$ cat src/rtl/seq_pattern_gen.sv
// rtl/seq_pattern_gen.sv - serial pattern transmitter, MSB-first, with repeat and gap
//
// Ports:
//   clk       rising-edge clock
//   rst       synchronous reset, active-low
//   start     begin a transmission (only honoured while idle)
//   pattern   PAT_W-bit pattern, sent MSB first, latched on accepted start
//   repeat_n  extra repetitions (total = repeat_n+1), latched on accepted start
//   gap       idle cycles between repetitions, latched on accepted start
//   out       serial data bit
//   valid     out carries a pattern bit
//   busy      transmission in progress
//   done      one-cycle pulse after the final bit
module seq_pattern_gen #(
    parameter int PAT_W = 5,
    parameter int REP_W = 4,
    parameter int GAP_W = 3
) (
    input  logic             clk,
    input  logic             rst,
    input  logic             start,
    input  logic [PAT_W-1:0] pattern,
    input  logic [REP_W-1:0] repeat_n,
    input  logic [GAP_W-1:0] gap,
    output logic             out,
    output logic             valid,
    output logic             busy,
    output logic             done
);

    localparam int BW = $clog2(PAT_W);

    localparam logic [1:0] S_IDLE = 2'd0;
    localparam logic [1:0] S_SEND = 2'd1;
    localparam logic [1:0] S_GAP  = 2'd2;

    localparam logic [BW-1:0]    IDX_TOP = BW'(PAT_W - 1);
    localparam logic [BW-1:0]    IDX_ONE = BW'(1);
    localparam logic [REP_W-1:0] REP_ONE = REP_W'(1);
    localparam logic [GAP_W-1:0] GAP_ONE = GAP_W'(1);

    logic [1:0]       state;
    logic [PAT_W-1:0] pat_reg;
    logic [REP_W-1:0] rep_cnt;
    logic [GAP_W-1:0] gap_reg;
    logic [GAP_W-1:0] gap_cnt;
    // bit_idx is the index of the bit currently on out while in SEND
    logic [BW-1:0]    bit_idx;
    logic [BW-1:0]    next_idx;

    always_comb begin
        next_idx = bit_idx - IDX_ONE;
    end

    always_ff @(posedge clk) begin
        if (!rst) begin
            state   <= S_IDLE;
            pat_reg <= '0;
            rep_cnt <= '0;
            gap_reg <= '0;
            gap_cnt <= '0;
            bit_idx <= '0;
            out     <= 1'b0;
            valid   <= 1'b0;
            busy    <= 1'b0;
            done    <= 1'b0;
        end else begin
            done <= 1'b0;
            case (state)
                S_IDLE: begin
                    out   <= 1'b0;
                    valid <= 1'b0;
                    busy  <= 1'b0;
                    if (start) begin
                        pat_reg <= pattern;
                        rep_cnt <= repeat_n;
                        gap_reg <= gap;
                        gap_cnt <= '0;
                        bit_idx <= IDX_TOP;
                        out     <= pattern[PAT_W-1];
                        valid   <= 1'b1;
                        busy    <= 1'b1;
                        state   <= S_SEND;
                    end
                end

                S_SEND: begin
                    if (bit_idx != '0) begin
                        bit_idx <= next_idx;
                        out     <= pat_reg[next_idx];
                    end else if (rep_cnt == '0) begin
                        // Last bit of the last repetition has just been driven
                        state <= S_IDLE;
                        out   <= 1'b0;
                        valid <= 1'b0;
                        busy  <= 1'b0;
                        done  <= 1'b1;
                    end else if (gap_reg == '0) begin
                        // Back-to-back: next MSB follows the LSB with no bubble
                        rep_cnt <= rep_cnt - REP_ONE;
                        bit_idx <= IDX_TOP;
                        out     <= pat_reg[PAT_W-1];
                    end else begin
                        rep_cnt <= rep_cnt - REP_ONE;
                        gap_cnt <= gap_reg;
                        out     <= 1'b0;
                        valid   <= 1'b0;
                        state   <= S_GAP;
                    end
                end

                S_GAP: begin
                    // gap_cnt counts the idle cycles still to be shown, including this one
                    if (gap_cnt <= GAP_ONE) begin
                        gap_cnt <= '0;
                        bit_idx <= IDX_TOP;
                        out     <= pat_reg[PAT_W-1];
                        valid   <= 1'b1;
                        state   <= S_SEND;
                    end else begin
                        gap_cnt <= gap_cnt - GAP_ONE;
                    end
                end

                default: begin
                    state <= S_IDLE;
                    out   <= 1'b0;
                    valid <= 1'b0;
                    busy  <= 1'b0;
                end
            endcase
        end
    end

endmodule

$ cat config.mk
export PLATFORM = sky130hd
export DESIGN_NAME = seq_pattern_gen
export DESIGN_NICKNAME = d
export VERILOG_FILES = /design/src/rtl/seq_pattern_gen.sv
export SDC_FILE = /design/constraint.sdc
export NUM_CORES = 1
export LEC_CHECK = 0
export ABC_AREA = 0
export CAP_MARGIN = 10
export CORE_ASPECT_RATIO = 1.25
export CORE_MARGIN = 1
export CORE_UTILIZATION = 25
export DETAILED_ROUTE_END_ITERATION = 10
export DONT_BUFFER_PORTS = 1
export PLACE_DENSITY = 0.45
export RECOVER_POWER = 25
export SLEW_MARGIN = 0
export SYNTH_ARGS = -nofsm -noshare
export SYNTH_HDL_FRONTEND = slang
export SYNTH_SLANG_ARGS = --single-unit
export TNS_END_PERCENT = 10
$ cat constraint.sdc
create_clock -name clk -period 2.1 [get_ports clk]
set_input_delay 0.42 -clock clk [delete_from_list [all_inputs] [get_ports clk]]
set_output_delay 0.42 -clock clk [all_outputs]
set_load 0.01 [all_outputs]
==> metrics <==
max-slew violation count 0; largest net degree at the start of global routing 19; ys flop type dfxtp_1; register area 480 um2; Synth-to-Final Area Change 9.81%; IO Count 19; multi-input gate area in the final layout 866 um2; drt drc 0; Initial Util 26.0%; root buffer cell clkbuf_8; Fill cells 586; n_diodes 0; WHS Path Cells 2; Synth area leaders dfxtp_1 34%, ha_1 8.8%, nand2_1 6.9%, a21oi_1 4.6%, mux2i_1 2.8%; highest net fanout along the worst path 12; Buffers on Ports 0; most numerous cell in the Yosys netlist nand2_1; WL per Instance 14.1 um; die span in x 69.3 um; DRT iter0 DRCs 34; fmax 541 MHz; final hold vios 0; Die Area 0.00597 mm2; GPL Wtd Cong 0.724; Setup TNS 0 ns; GRT Residual Overflow 0; First-pass DRT Iterations 4; cts hold-fix bufs 0; FF+latch count, synth 24; post_cts resized 0; arrival time at the worst endpoint 1.99 ns; CTS buffer count 3; slew margin rel. 59.0%; CP startpoint kind register; first-pass GRT wire length 5.51 mm; crit path capture type register; hold_ws 0.269 ns; fin crit share 88.0%; actual slew at the worst max-slew pin 0.614 ns; LEAKAGE 0.574 nW; clock-pin slew on the worst setup and hold paths 0.09 ns; Layout Skew 0.00542 ns; CTS tree done; Post-Syn Area 0.00142 mm2; Total Wirelength 3.28 mm; Synth area leader dfxtp_1; placed wire-length estimate 2.52 mm; Worst R2R End rep_cnt[2]$_SDFFE_PN0P_; post-synthesis cell type count 48; Endpoint, Worst Hold pat_reg[1]$_SDFFE_PN0P_; Mapped Nets 193; layout cells sized above 1 8.28%; GRT Total Usage 11.7%; via/cell ratio 5.08; # clock sinks 24; Setup CP Type reg2reg; initial antenna violation count 0; r2r startpoint state[1]$_SDFFE_PN0P_; Die Ht 86.1 um; worst min-delay path class in2reg; CTS H-tree lvls 1; CORE AREA 0.00544 mm2; RSZ-0062 raised after global routing no; Tmin final 1.85 ns; Max Cap Violations 0; clk_lat worst skew 0.27 ns; # rows 30; status complete, no violations; Net count, final 195; DR vias 1183; Detail Route Antenna Nets 0; CP required 2.24 ns; commonest cells in the netlist 26 x nand2_1, 24 x dfxtp_1, 13 x a21oi_1, 10 x ha_1, 10 x inv_1; mean post-synth cell area 8.42 um2; minimum setup slack among reg-to-reg paths 0.25 ns; max FFs per register 5; fraction of registers with async set/reset 0%; post-synth top area share 34.0%; vias in the first global route 1171; CTS max path bufs 2; Gate Count Post-Synth 168; Worst VDD drop 0.378 mV; Ys Warns 0; post-CTS setup buffers 0; Setup-failing EPs final 0; pwr dens 1300 mW/mm2; reg2reg path depth 6; register area share after synthesis 34.0%; Post-synth EDFFs 0; Hold Path Origin pattern[1]
-- how the worst max path moves through the flow --
| stage | from | end | slack [ns] |
|---|---|---|---|
| 2_1_floorplan | bit_idx[0]$_SDFFE_PN0P_ | out$_SDFFE_PN0P_ | 0.48 |
| 3_3_place_gp | state[1]$_SDFFE_PN0P_ | rep_cnt[2]$_SDFFE_PN0P_ | 0.24 |
| 3_5_place_dp | state[1]$_SDFFE_PN0P_ | rep_cnt[2]$_SDFFE_PN0P_ | 0.23 |
| 4_1_cts | state[1]$_SDFFE_PN0P_ | rep_cnt[2]$_SDFFE_PN0P_ | 0.23 |
| 5_1_grt | state[1]$_SDFFE_PN0P_ | rep_cnt[3]$_SDFFE_PN0P_ | 0.08 |
| 6_report | state[1]$_SDFFE_PN0P_ | rep_cnt[2]$_SDFFE_PN0P_ | 0.25 |
-- critical path: stages, from the launching register on --
cell and delay (ns):
dfxtp_1 0.40, inv_1 0.08, ha_1 0.30, inv_2 0.21, o21ai_0 0.21, o311ai_0 0.39, o31ai_1 0.12
-- cells by family (layout without fill, tap and decap cells) --
family                   after synthesis  after routing  share of synthesized area (%)
buffers and inverters                 16             17                           4.69
AO/OA/AOI/OAI                         39             39                           19.4
adder cells (fa/ha/maj)               10             10                           8.84
XOR/XNOR                               1              1                          0.619
AND/OR/NAND/NOR                       72             72                           26.5
flip-flops                            24             24                           34.0
multiplexers                           6              6                           6.01
-- through the flow --
step / util (%) / instances / area [um2] / total power, mW / worst slack, ns
2_1_floorplan: - / 168 / 1420 / 1.43 / 0.482
3_3_place_gp: 27.3 / 229 / 1490 / 1.64 / 0.237
3_5_place_dp: 27.3 / 229 / 1490 / 1.63 / 0.230
4_1_cts: 28.6 / 233 / 1560 / 2.05 / 0.226
5_1_grt: 28.6 / 233 / 1550 / 2.19 / 0.0779
6_report: 28.6 / 233 / 1550 / 2.03 / 0.252
-- report_power, final --
part | switching [mW] | leakage [nW] | internal [mW]
clock | 0.157 | 0.0357 | 0.255
sequential | 0.107 | 0.197 | 0.566
combinational | 0.530 | 0.341 | 0.410
total | 0.795 | 0.574 | 1.23
-- cell type report --
cell class                      count  share of cell area, %
Clock buffer                        3                   2.66
Timing Repair Buffer                2                  0.966
Tap cell                           64                   5.15
Clock inverter                      1                   1.93
Multi-Input combinational cell    128                   55.7
Sequential cell                    24                   30.9
Inverter                           11                   2.66
-- metal layers --
metal | up-vias | global-route usage (%) | wire length, um
met4 | 0 | 6.31 | 71
met2 | 28 | 18.8 | 1490
met3 | 5 | 2.47 | 153
met5 | - | 0 | 0
met1 | 547 | 14.7 | 1570
li1 | 603 | - | -
-- cells in the final DEF, fill, tap and decap left out, types with 2 or more instances in the layout --
master / synthesis / final
nor3b_1: 2 / 2
nand2_1: 26 / 27
dfxtp_1: 24 / 24
nor3_1: 8 / 8
o311ai_0: 2 / 2
o221a_1: 2 / 2
nand2b_1: 5 / 5
o31ai_1: 3 / 3
o22ai_1: 2 / 2
a2bb2oi_1: 2 / 2
o21ai_1: 2 / 2
clkbuf_8: 0 / 3
inv_1: 10 / 10
buf_4: 1 / 2
ha_1: 10 / 10
nand3_1: 3 / 3
or3_1: 2 / 2
nor4_1: 2 / 2
and2_1: 2 / 2
mux2i_1: 4 / 4
o21ai_0: 2 / 2
nor2b_1: 4 / 4
a22oi_1: 2 / 2
o32ai_1: 2 / 2
nor2_1: 8 / 8
a21oi_1: 13 / 13
No activity file was read; power rests on OpenSTA's default activity.
